==> config.mk <==
export PLATFORM = sky130hd
export DESIGN_NAME = ps2_packet_tx_flat
export DESIGN_NICKNAME = d
export VERILOG_FILES = /design/src/rtl/ps2_pkg.sv /design/src/rtl/ps2_packet_tx_if.sv /design/src/rtl/ps2_frame_tx.sv /design/src/rtl/ps2_packet_tx.sv /design/src/flat_wrapper.sv
export SDC_FILE = /design/constraint.sdc
export NUM_CORES = 1
export LEC_CHECK = 0
export ABC_AREA = 1
export CAP_MARGIN = 20
export CORE_UTILIZATION = 35
export DETAILED_ROUTE_END_ITERATION = 10
export HOLD_SLACK_MARGIN = 0.08
export SLEW_MARGIN = 20
export SYNTH_ARGS = -nofsm -noshare
export SYNTH_HDL_FRONTEND = slang
export SYNTH_SLANG_ARGS = --single-unit
export TNS_END_PERCENT = 10
==> constraint.sdc <==
create_clock -name clk -period 1.5 [get_ports clk]
set_input_delay 0.3 -clock clk [delete_from_list [all_inputs] [get_ports clk]]
set_output_delay 0.3 -clock clk [all_outputs]
set_load 0.05 [all_outputs]
==> src/rtl/ps2_pkg.sv <==
// ps2_pkg: shared types and constants for the PS/2 packet transmitter.
//   state_t       - packet sequencer states
//   FRAME_BITS    - bits per PS/2 frame (start, 8 data, parity, stop)
//   BYTES_PER_PKT - bytes per packet
//   build_frame() - assembles one frame, bit 0 first on the wire
package ps2_pkg;
  typedef enum logic [1:0] {IDLE, SEND, GAP} state_t;

  localparam int   FRAME_BITS    = 11;
  localparam int   BYTES_PER_PKT = 3;
  localparam logic START_BIT     = 1'b0;
  localparam logic STOP_BIT      = 1'b1;

  // Index 0 is the start bit, data LSB first, then odd parity, then stop.
  function automatic logic [FRAME_BITS-1:0] build_frame(input logic [7:0] b);
    return {STOP_BIT, ~^b, b, START_BIT};
  endfunction
endpackage

==> src/rtl/ps2_packet_tx_if.sv <==
// ps2_packet_tx_if: packet handshake plus PS/2 line and status signals.
//   pkt_in/pkt_valid/pkt_ready - 24-bit packet handshake
//   ps2_clk_out/ps2_data_out   - PS/2 lines, idle high
//   busy/done                  - transmit status
//   master: packet source side; slave: transmitter side
interface ps2_packet_tx_if;
  logic [23:0] pkt_in;
  logic        pkt_valid;
  logic        pkt_ready;
  logic        ps2_clk_out;
  logic        ps2_data_out;
  logic        busy;
  logic        done;

  modport master (output pkt_in, pkt_valid,
                  input  pkt_ready, ps2_clk_out, ps2_data_out, busy, done);
  modport slave  (input  pkt_in, pkt_valid,
                  output pkt_ready, ps2_clk_out, ps2_data_out, busy, done);
endinterface

==> src/rtl/ps2_frame_tx.sv <==
// ps2_frame_tx: serializes one byte as an 11-bit PS/2 frame.
//   clk, reset     - system clock, async active-high reset
//   i_start        - load i_byte and begin a frame (wins over a finishing frame)
//   i_byte         - byte to send
//   o_ps2_clk      - registered PS/2 clock, high first half of each bit
//   o_ps2_data     - registered PS/2 data, held for the whole bit
//   o_frame_done   - combinational, high in the last cycle of the stop bit
module ps2_frame_tx
  import ps2_pkg::*;
#(
  parameter int CLK_DIV = 4
) (
  input  logic       clk,
  input  logic       reset,
  input  logic       i_start,
  input  logic [7:0] i_byte,
  output logic       o_ps2_clk,
  output logic       o_ps2_data,
  output logic       o_frame_done
);
  localparam int DIV_W    = $clog2(2*CLK_DIV);
  localparam int DIV_LAST = 2*CLK_DIV - 1;

  logic                  r_active, w_active_n;
  logic [3:0]            r_bit, w_bit_n;
  logic [DIV_W-1:0]      r_div, w_div_n;
  logic [FRAME_BITS-1:0] r_frame, w_frame_n;
  logic                  r_clk, r_dat;
  logic                  w_bit_end, w_clk_n, w_dat_n;

  assign w_bit_end    = r_active && (r_div == DIV_W'(DIV_LAST));
  assign o_frame_done = w_bit_end && (r_bit == 4'(FRAME_BITS-1));

  always_comb begin
    w_active_n = r_active;
    w_bit_n    = r_bit;
    w_div_n    = r_div;
    w_frame_n  = r_frame;
    if (i_start) begin
      w_active_n = 1'b1;
      w_bit_n    = '0;
      w_div_n    = '0;
      w_frame_n  = build_frame(i_byte);
    end else if (r_active) begin
      if (w_bit_end) begin
        w_div_n = '0;
        if (o_frame_done) begin
          w_active_n = 1'b0;
          w_bit_n    = '0;
        end else begin
          w_bit_n = r_bit + 4'd1;
        end
      end else begin
        w_div_n = r_div + DIV_W'(1);
      end
    end
    // Lines are registered from the next-state counters so they change
    // on the same edge the counters do.
    w_dat_n = w_active_n ? w_frame_n[w_bit_n] : 1'b1;
    w_clk_n = w_active_n ? (w_div_n < DIV_W'(CLK_DIV)) : 1'b1;
  end

  always_ff @(posedge clk or posedge reset) begin
    if (reset) begin
      r_active <= 1'b0;
      r_bit    <= '0;
      r_div    <= '0;
      r_frame  <= '1;
      r_clk    <= 1'b1;
      r_dat    <= 1'b1;
    end else begin
      r_active <= w_active_n;
      r_bit    <= w_bit_n;
      r_div    <= w_div_n;
      r_frame  <= w_frame_n;
      r_clk    <= w_clk_n;
      r_dat    <= w_dat_n;
    end
  end

  assign o_ps2_clk  = r_clk;
  assign o_ps2_data = r_dat;
endmodule

==> src/rtl/ps2_packet_tx.sv <==
// ps2_packet_tx: sends a 24-bit packet as three PS/2 frames, MSB byte first,
// with GAP_BITS idle bit-periods between bytes.
//   clk, reset - system clock, async active-high reset
//   bus        - slave side of ps2_packet_tx_if (handshake, lines, busy/done)
module ps2_packet_tx
  import ps2_pkg::*;
#(
  parameter int CLK_DIV  = 4,
  parameter int GAP_BITS = 2
) (
  input  logic            clk,
  input  logic            reset,
  ps2_packet_tx_if.slave  bus
);
  localparam int GAP_CYC = GAP_BITS * 2 * CLK_DIV;
  localparam int GAP_W   = (GAP_CYC > 1) ? $clog2(GAP_CYC) : 1;

  state_t           r_state, w_state_n;
  logic [1:0]       r_byte_idx, w_byte_n;
  logic [GAP_W-1:0] r_gap_cnt, w_gap_n;
  logic [23:0]      r_pkt, w_pkt_n;
  logic             r_done, r_busy, w_done_n;
  logic             w_start, w_frame_done;
  logic [7:0]       w_start_byte;

  ps2_frame_tx #(.CLK_DIV(CLK_DIV)) u_frame (
    .clk          (clk),
    .reset        (reset),
    .i_start      (w_start),
    .i_byte       (w_start_byte),
    .o_ps2_clk    (bus.ps2_clk_out),
    .o_ps2_data   (bus.ps2_data_out),
    .o_frame_done (w_frame_done)
  );

  // r_pkt holds the not-yet-sent bytes left-aligned; each frame start
  // consumes the top byte and shifts the rest up.
  always_comb begin
    w_state_n    = r_state;
    w_byte_n     = r_byte_idx;
    w_gap_n      = r_gap_cnt;
    w_pkt_n      = r_pkt;
    w_done_n     = 1'b0;
    w_start      = 1'b0;
    w_start_byte = r_pkt[23:16];
    case (r_state)
      IDLE: begin
        if (bus.pkt_valid) begin
          w_start      = 1'b1;
          w_start_byte = bus.pkt_in[23:16];
          w_pkt_n      = {bus.pkt_in[15:0], 8'h00};
          w_byte_n     = '0;
          w_state_n    = SEND;
        end
      end
      SEND: begin
        if (w_frame_done) begin
          if (r_byte_idx == 2'(BYTES_PER_PKT-1)) begin
            w_state_n = IDLE;
            w_done_n  = 1'b1;
          end else if (GAP_CYC == 0) begin
            w_start  = 1'b1;
            w_pkt_n  = {r_pkt[15:0], 8'h00};
            w_byte_n = r_byte_idx + 2'd1;
          end else begin
            w_state_n = GAP;
            w_gap_n   = '0;
          end
        end
      end
      GAP: begin
        if (r_gap_cnt == GAP_W'(GAP_CYC-1)) begin
          w_start   = 1'b1;
          w_pkt_n   = {r_pkt[15:0], 8'h00};
          w_byte_n  = r_byte_idx + 2'd1;
          w_state_n = SEND;
        end else begin
          w_gap_n = r_gap_cnt + GAP_W'(1);
        end
      end
      default: w_state_n = IDLE;
    endcase
  end

  always_ff @(posedge clk or posedge reset) begin
    if (reset) begin
      r_state    <= IDLE;
      r_byte_idx <= '0;
      r_gap_cnt  <= '0;
      r_pkt      <= '0;
      r_done     <= 1'b0;
      r_busy     <= 1'b0;
    end else begin
      r_state    <= w_state_n;
      r_byte_idx <= w_byte_n;
      r_gap_cnt  <= w_gap_n;
      r_pkt      <= w_pkt_n;
      r_done     <= w_done_n;
      r_busy     <= (w_state_n != IDLE);
    end
  end

  assign bus.pkt_ready = (r_state == IDLE);
  assign bus.busy      = r_busy;
  assign bus.done      = r_done;
endmodule
==> src/flat_wrapper.sv <==
// flat-port wrapper written by rule: the top's interface ports become plain ports
module ps2_packet_tx_flat import ps2_pkg::*;
#(
  parameter int CLK_DIV  = 4,
  parameter int GAP_BITS = 2
)
  (clk, reset, bus_pkt_in, bus_pkt_valid, bus_pkt_ready, bus_ps2_clk_out, bus_ps2_data_out, bus_busy, bus_done);
  ps2_packet_tx_if bus_i ();
  input  logic clk;
  input  logic reset;
  input wire logic [$bits(bus_i.pkt_in)-1:0] bus_pkt_in;
  input wire logic [$bits(bus_i.pkt_valid)-1:0] bus_pkt_valid;
  output wire logic [$bits(bus_i.pkt_ready)-1:0] bus_pkt_ready;
  output wire logic [$bits(bus_i.ps2_clk_out)-1:0] bus_ps2_clk_out;
  output wire logic [$bits(bus_i.ps2_data_out)-1:0] bus_ps2_data_out;
  output wire logic [$bits(bus_i.busy)-1:0] bus_busy;
  output wire logic [$bits(bus_i.done)-1:0] bus_done;
  assign bus_i.pkt_in = bus_pkt_in;
  assign bus_i.pkt_valid = bus_pkt_valid;
  assign bus_pkt_ready = bus_i.pkt_ready;
  assign bus_ps2_clk_out = bus_i.ps2_clk_out;
  assign bus_ps2_data_out = bus_i.ps2_data_out;
  assign bus_busy = bus_i.busy;
  assign bus_done = bus_i.done;
  ps2_packet_tx #(.CLK_DIV(CLK_DIV), .GAP_BITS(GAP_BITS)) u_core (.clk(clk), .reset(reset), .bus(bus_i));
endmodule
==> metrics.txt, run 1 <==
Synth Instances around 340; failing checks negative setup slack; Die X-Extent 88.83 um; RSZ-0062 raised after global routing yes; cell taking the most area after synthesis dfrtp_1; Fillers a little over 700; final setup fails 8; multi-input logic area 1325 um^2; fin crit period 1.663 ns; complex-gate fraction of the synthesized area 0.09957; CTS buffer count 5; number of port buffers 31; synth-to-layout area growth 39.45%; WL per Instance 11.23 um; Post-Syn Nets around 370; Routability Congestion 0.8680; Final ANT Viol Nets 0; Worst EP arrival 1.91 ns; Vias/cell 4.545; Post-synth EDFFs 0; main flop type after synthesis dfrtp_1; detailed placer's ending HPWL 4.479 mm; final core occ 0.5073; FF+latch area 1195 um^2; post-synthesis mux area share 0; setup tns final -0.5880 ns; Starting Density 0.3638; ANT cells 0; CP Max Fanout 6; share of the synthesized area in the top cell type 0.3224; clock sinks 47; Unique masters post-synth 34; Post-Route Skew 0.008480 ns; Ys Warns 0; hold slack roughly 0.27 ns; Slew Limit Fails 0; nets 450; die area 7891 um^2; CP startpoint kind flip-flop; outcome finished with violations; P_leak 1.810 nW; R2R cell count 14; vias in the first global route 2,367; DR iter-0 viols 88; initial antenna violation count 0; Synth area leaders dfrtp_1 (32%), nand2_1 (17%), dfstp_2 (13%); Max H-tree Level 2; DR pass1 iterations 4; Avg Inst Size Synth 7.784 um^2; MaxCap Viol Count 0; Final Hold Viols 0; Root Driver clkbuf_8; Routed WL just under 6 mm; f_max 601.3 MHz; Critical Path End Type flip-flop; Core Area 7253 um^2; r2r setup slk -0.16 ns; Setup WS post-layout -0.1632 ns; Power Dens Cells 583.8 nW/um^2; simple-gate share of the synthesized area 0.3205; #FFs+latches synth 47; via count 2,350; CP required 1.75 ns; Setup WS pre-CTS -0.3253 ns; XOR/XNOR share of the synthesized area 0.006638; Worst-Margin Slew 0.3186 ns; post-synthesis adder-cell area fraction 0.02845; largest family of logic cells by synthesized area simple AND/OR/NAND/NOR gates; worst reg2reg endpoint u_core.u_frame.o_ps2_data$_DFF_PP1_; CTS tree built; register area share after synthesis 0.4519; # IOs 32; first-pass GRT wire length 10.50 mm; share of cells above drive strength 1 0.3158; CTS Buffer Depth 2; Setup CP Type reg2reg; Row Count 31; Tcrit/Tclk final 1.109; GRT Overall Usage 0.1733; Slew HR 0.7873; maximum vdd ir drop 0.0003086 V; hold crit path type in2async; worst r2r src u_core.u_frame.r_div[0]$_DFFE_PP0P_; Synth async-reset ratio 1.000; Clock Latency Late Sink between 0.3 and 0.4 ns; Synth Cell Area around 2600 um^2; grt ovf 0; largest net degree at the start of global routing 25; clock transition at the registers of the reported paths 0.09 ns; die span in y ~89 um; DRC Markers 0
## per-stage QoR
stage               area [um^2]  instances  power, mW
finish                     3680        517      2.148
global route               3680        517      2.243
CTS                        3623        516      2.173
detailed placement         3418        505      1.418
global placement           3418        505      1.417
floorplan                  2641        339      1.318
## final cells by class
type | instances | area share
flip-flops and latches | 47 | 0.3247
repair buffers | 80 | 0.2122
clock buffers | 8 | 0.02176
multi-input cells | 237 | 0.3601
well taps | 99 | 0.03366
inverters | 46 | 0.04760
## worst max-delay path, stage by stage, from the launching register on
cell,delay (ns)
dfrtp_1,0.40
ha_2,0.20
ha_4,0.16
nand2_4,0.09
nor2_1,0.05
nand2_1,0.06
nand2_2,0.08
buf_6,0.14
nand2_1,0.06
nand3_1,0.08
nand2_1,0.06
inv_1,0.03
nand2_1,0.05
nand3_1,0.07
nand2_1,0.06
## worst max-delay path by stage
stage | start | to | cells past startpoint
6_report | u_core.u_frame.r_div[0]$_DFFE_PP0P_ | u_core.u_frame.o_ps2_data$_DFF_PP1_ | 14
5_1_grt | u_core.u_frame.r_div[0]$_DFFE_PP0P_ | u_core.u_frame.o_ps2_data$_DFF_PP1_ | 14
4_1_cts | u_core.u_frame.r_div[1]$_DFFE_PP0P_ | u_core.u_frame.o_ps2_data$_DFF_PP1_ | 15
3_5_place_dp | bus_pkt_valid | u_core.u_frame.r_frame[9]$_DFF_PP1_ | 14
3_3_place_gp | bus_pkt_valid | u_core.u_frame.o_ps2_data$_DFF_PP1_ | 10
2_1_floorplan | u_core.r_state[0]$_DFF_PP0_ | u_core.u_frame.r_frame[9]$_DFF_PP1_ | 13
## cells by family after synthesis
family	after synthesis
AO/OA/AOI/OAI	46
XOR/XNOR	2
adder cells (fa/ha/maj)	6
buffers and inverters	55
flip-flops	47
AND/OR/NAND/NOR	183
## report_power, final
part           switching (mW)  internal [mW]  total [mW]  leakage (nW)
Sequential                  0           1.27        1.27         0.531
Clock                   0.424          0.332       0.756        0.0395
Combinational          0.0479         0.0768       0.125          1.24
Total                   0.472           1.68        2.15          1.81
## cell usage in the layout (no fill, tap or decap), types with 2 or more instances in the layout
master           Yosys  routed
dfrtp_1             34      32
nand2_1            116     107
nor2_4               3       6
clkbuf_1             2       3
dfrtp_2              0       2
xor2_2               0       2
buf_12               0       8
nand3_1             32      30
nand2_4              4       5
nand3b_1             3       3
dfstp_2             13      13
a21oi_2              1       3
clkdlybuf4s50_1      0      26
inv_1               40      36
inv_2                4       9
nor2_1               8       6
o21ai_2              4       3
o31ai_1              2       2
buf_6                2       4
o21ai_0             27      23
buf_4                2      42
o21ai_1              1       5
ha_2                 0       2
nand2_2             10      18
or2_2                2       2
ha_1                 6       3
clkbuf_8             0       5
a21oi_1              8       5
## routing by layer
| metal | part of all wire | global-route usage |
|---|---|---|
| met5 | 0 | 0 |
| met4 | 0.012 | 0.04985 |
| met3 | 0.035 | 0.03638 |
| met2 | 0.50 | 0.3021 |
| met1 | 0.46 | 0.2164 |
## state kept, by name (all words and copies together), names as in the netlist, 2 cells and up
register,flops
u_core.r_pkt,16
u_core.u_frame.r_frame,11
u_core.r_gap_cnt,4
u_core.u_frame.r_bit,4
u_core.u_frame.r_div,3
u_core.r_byte_idx,2
u_core.r_state,2
## cell usage after synthesis (6+ instances only)
| cell | number |
|---|---|
| nand2_2 | 10 |
| ha_1 | 6 |
| o21ai_0 | 27 |
| a21oi_1 | 8 |
| dfstp_2 | 13 |
| nand3_1 | 32 |
| nor2_1 | 8 |
| dfrtp_1 | 34 |
| nand2_1 | 116 |
| inv_1 | 40 |
## repair_timing
item	CTS	global route
setup buffers	4	1
resized for setup	26	19
setup endpoints to repair	29	29
gates cloned	0	0
pin swaps	12	10
hold buffers	0	0
Power figures use the tool's default switching activity.
==> inputs of run 2 (changes only) <==
GPL_TIMING_DRIVEN = 1   (was not set)
==> results of run 2 <==
No change in the layout: final DEF, timing and power equal those of run 1.
==> inputs of run 3 (changes only) <==
CORE_UTILIZATION = 45   (was 35)
PLACE_DENSITY = 0.69   (was not set)
==> run 3 against run 2 <==
Compared with the run above:
- critical path depth is the same
- the run still ends with negative setup slack left
- final cell count shrank 3.3%
- largest power group unchanged
- non-clock buffer count grew 10
- total power grew 9.0%
- die area shrank 22%
- flip-flop and latch count is the same
- clock skew shrank 0.0011 ns
- sequential share of layout area shrank 1.2 points
==> metrics.txt, run 3 (same netlist as run 1, synthesis figures left out) <==
Worst-Margin Slew roughly 0.31 ns; overall power 2.342 mW; fin crit period 1.677 ns; DRC Markers 0; Slew Limit Fails 0; vias in the first global route about 2,500; P_leak 1.878 nW; Switching Fraction 0.2173; clock sinks 47; Setup WS pre-CTS -0.3441 ns; met3 Use GR 0.04419; Core Area 5574 um^2; Setup CP Type reg2reg; detailed placer's ending HPWL 4.313 mm; CP startpoint kind flip-flop; die area 6174 um^2; f_max 596.3 MHz; Final Hold Viols 0; ANT cells 0; Setup WS post-layout -0.1771 ns; maximum vdd ir drop 0.0004118 V; Routability Congestion 0.7860; Vias/cell 4.836; Critical Path End Type flip-flop; sequential share of power 0.541; CTS buffer count 5; synth-to-layout area growth 44.76%; CP Max Fanout 6; Tcrit/Tclk final 1.118; # IOs 32; Pint 1.833 mW; met2 Use GR 0.3861; first-pass GRT wire length ~10 mm; Max H-tree Level 2; Power Dens Cells 613.1 nW/um^2; largest net degree at the start of global routing 25; max FFs per register 16; CTS tree built; nets 460; final setup fails 7; Die X-Extent 78.58 um; share of cells above drive strength 1 0.3528; via count 2,418; Final ANT Viol Nets 0; Fillers 443; Clock Latency Late Sink just over 0.3 ns; CTS Buffer Depth 2; Regs by FF count u_core.r_pkt: 16 flops, u_core.u_frame.r_frame: 11 flops; Worst EP arrival 1.94 ns; CP required 1.76 ns; Root Driver clkbuf_8; outcome finished with violations; P_sw 0.5090 mW; number of port buffers 31; Row Count 27; Slew HR 0.7893; GRT Overall Usage 0.2141; Comb power frac 0.049; Largest Register u_core.r_pkt; Post-Route Skew 0.007384 ns; R2R cell count 14; clock power share 0.410; Starting Density 0.4734; DR pass1 iterations 5; hold buffers post-CTS 0; WL per Instance approximately 12 um; MaxCap Viol Count 0; GR peak layer met2; hold crit path type in2async; failing checks negative setup slack; clock transition at the registers of the reported paths 0.09 ns; leading cell type in the layout, fill and taps excluded nand2_1; Routed WL 5.942 mm; DR iter-0 viols 75; RSZ-0062 raised after global routing yes; grt ovf 0; met1 GRT Util 0.2466; die span in y 78.58 um; initial antenna violation count 0; most frequent cells in the layout nand2_1 (105), buf_4 (50), inv_1 (34); hold slack 0.3417 ns
==> run 3: worst paths after layout <==
kind / slack [ns] / end / from
min: 0.34 / u_core.bus.done$_DFF_PP0_ / reset
max in group asynchronous: 0.87 / u_core.u_frame.r_frame[7]$_DFF_PP1_ / reset
min in group clk: 0.47 / u_core.u_frame.r_frame[7]$_DFF_PP1_ / u_core.u_frame.r_frame[7]$_DFF_PP1_
max: -0.18 / u_core.u_frame.o_ps2_data$_DFF_PP1_ / u_core.u_frame.r_div[0]$_DFFE_PP0P_
min reg2reg: 0.47 / u_core.u_frame.r_frame[7]$_DFF_PP1_ / u_core.u_frame.r_frame[7]$_DFF_PP1_
max reg2reg: -0.18 / u_core.u_frame.o_ps2_data$_DFF_PP1_ / u_core.u_frame.r_div[0]$_DFFE_PP0P_
==> run 3: final cells by class <==
class / instances / area, um^2 / share of cell area
clock buffer: 5 / 68.82 / 0.01802
timing repair buffer: 90 / 854.6 / 0.2237
clock inverter: 3 / 43.79 / 0.01146
sequential: 47 / 1195 / 0.3128
tap: 72 / 90.09 / 0.02358
multi-input combinational: 237 / 1388 / 0.3632
inverter: 46 / 180.2 / 0.04717
==> run 3: per-layer routing <==
layer | wire length [um] | part of all wire
met5 | 0 | 0
met4 | 89 | 0.015
met3 | 207 | 0.035
met2 | 3022 | 0.51
met1 | 2622 | 0.44
==> run 3: what timing repair did <==
| item | in CTS | in global routing |
|---|---|---|
| setup endpoints to repair | 25 | 34 |
| pin swaps | 11 | 12 |
| setup buffers | 5 | 4 |
| resized for setup | 23 | 39 |
==> run 3: worst max-delay path, cell delays in order (launching register included) <==
cell and delay [ns]:
dfrtp_1 0.40, ha_2 0.20, ha_4 0.16, nand2_4 0.10
nor2_2 0.04, nand2_1 0.06, nand2_2 0.09, buf_6 0.13
nand2_1 0.07, nand3_2 0.07, nand2_2 0.08, inv_2 0.03
nand2_1 0.06, nand3_1 0.08, nand2_1 0.07
==> run 3: through the flow <==
stage	TNS [ns]	std cells	utilization	cell area (um^2)
CTS	-0.4765	497	0.6584	3670
global route	-1.622	500	0.6853	3820
global placement	-3.007	484	0.6130	3417
finish	-0.5708	500	0.6853	3820
floorplan	-2.518	339	-	2641
detailed placement	-3.728	484	0.6130	3417
==> run 3: power by group through the flow <==
stage / clock [mW] / combinational (mW) / sequential [mW]
floorplan: 0 / 0.0261 / 1.29
global placement: 0 / 0.114 / 1.29
detailed placement: 0 / 0.115 / 1.29
CTS: 0.970 / 0.116 / 1.27
global route: 1.01 / 0.127 / 1.27
finish: 0.960 / 0.114 / 1.27
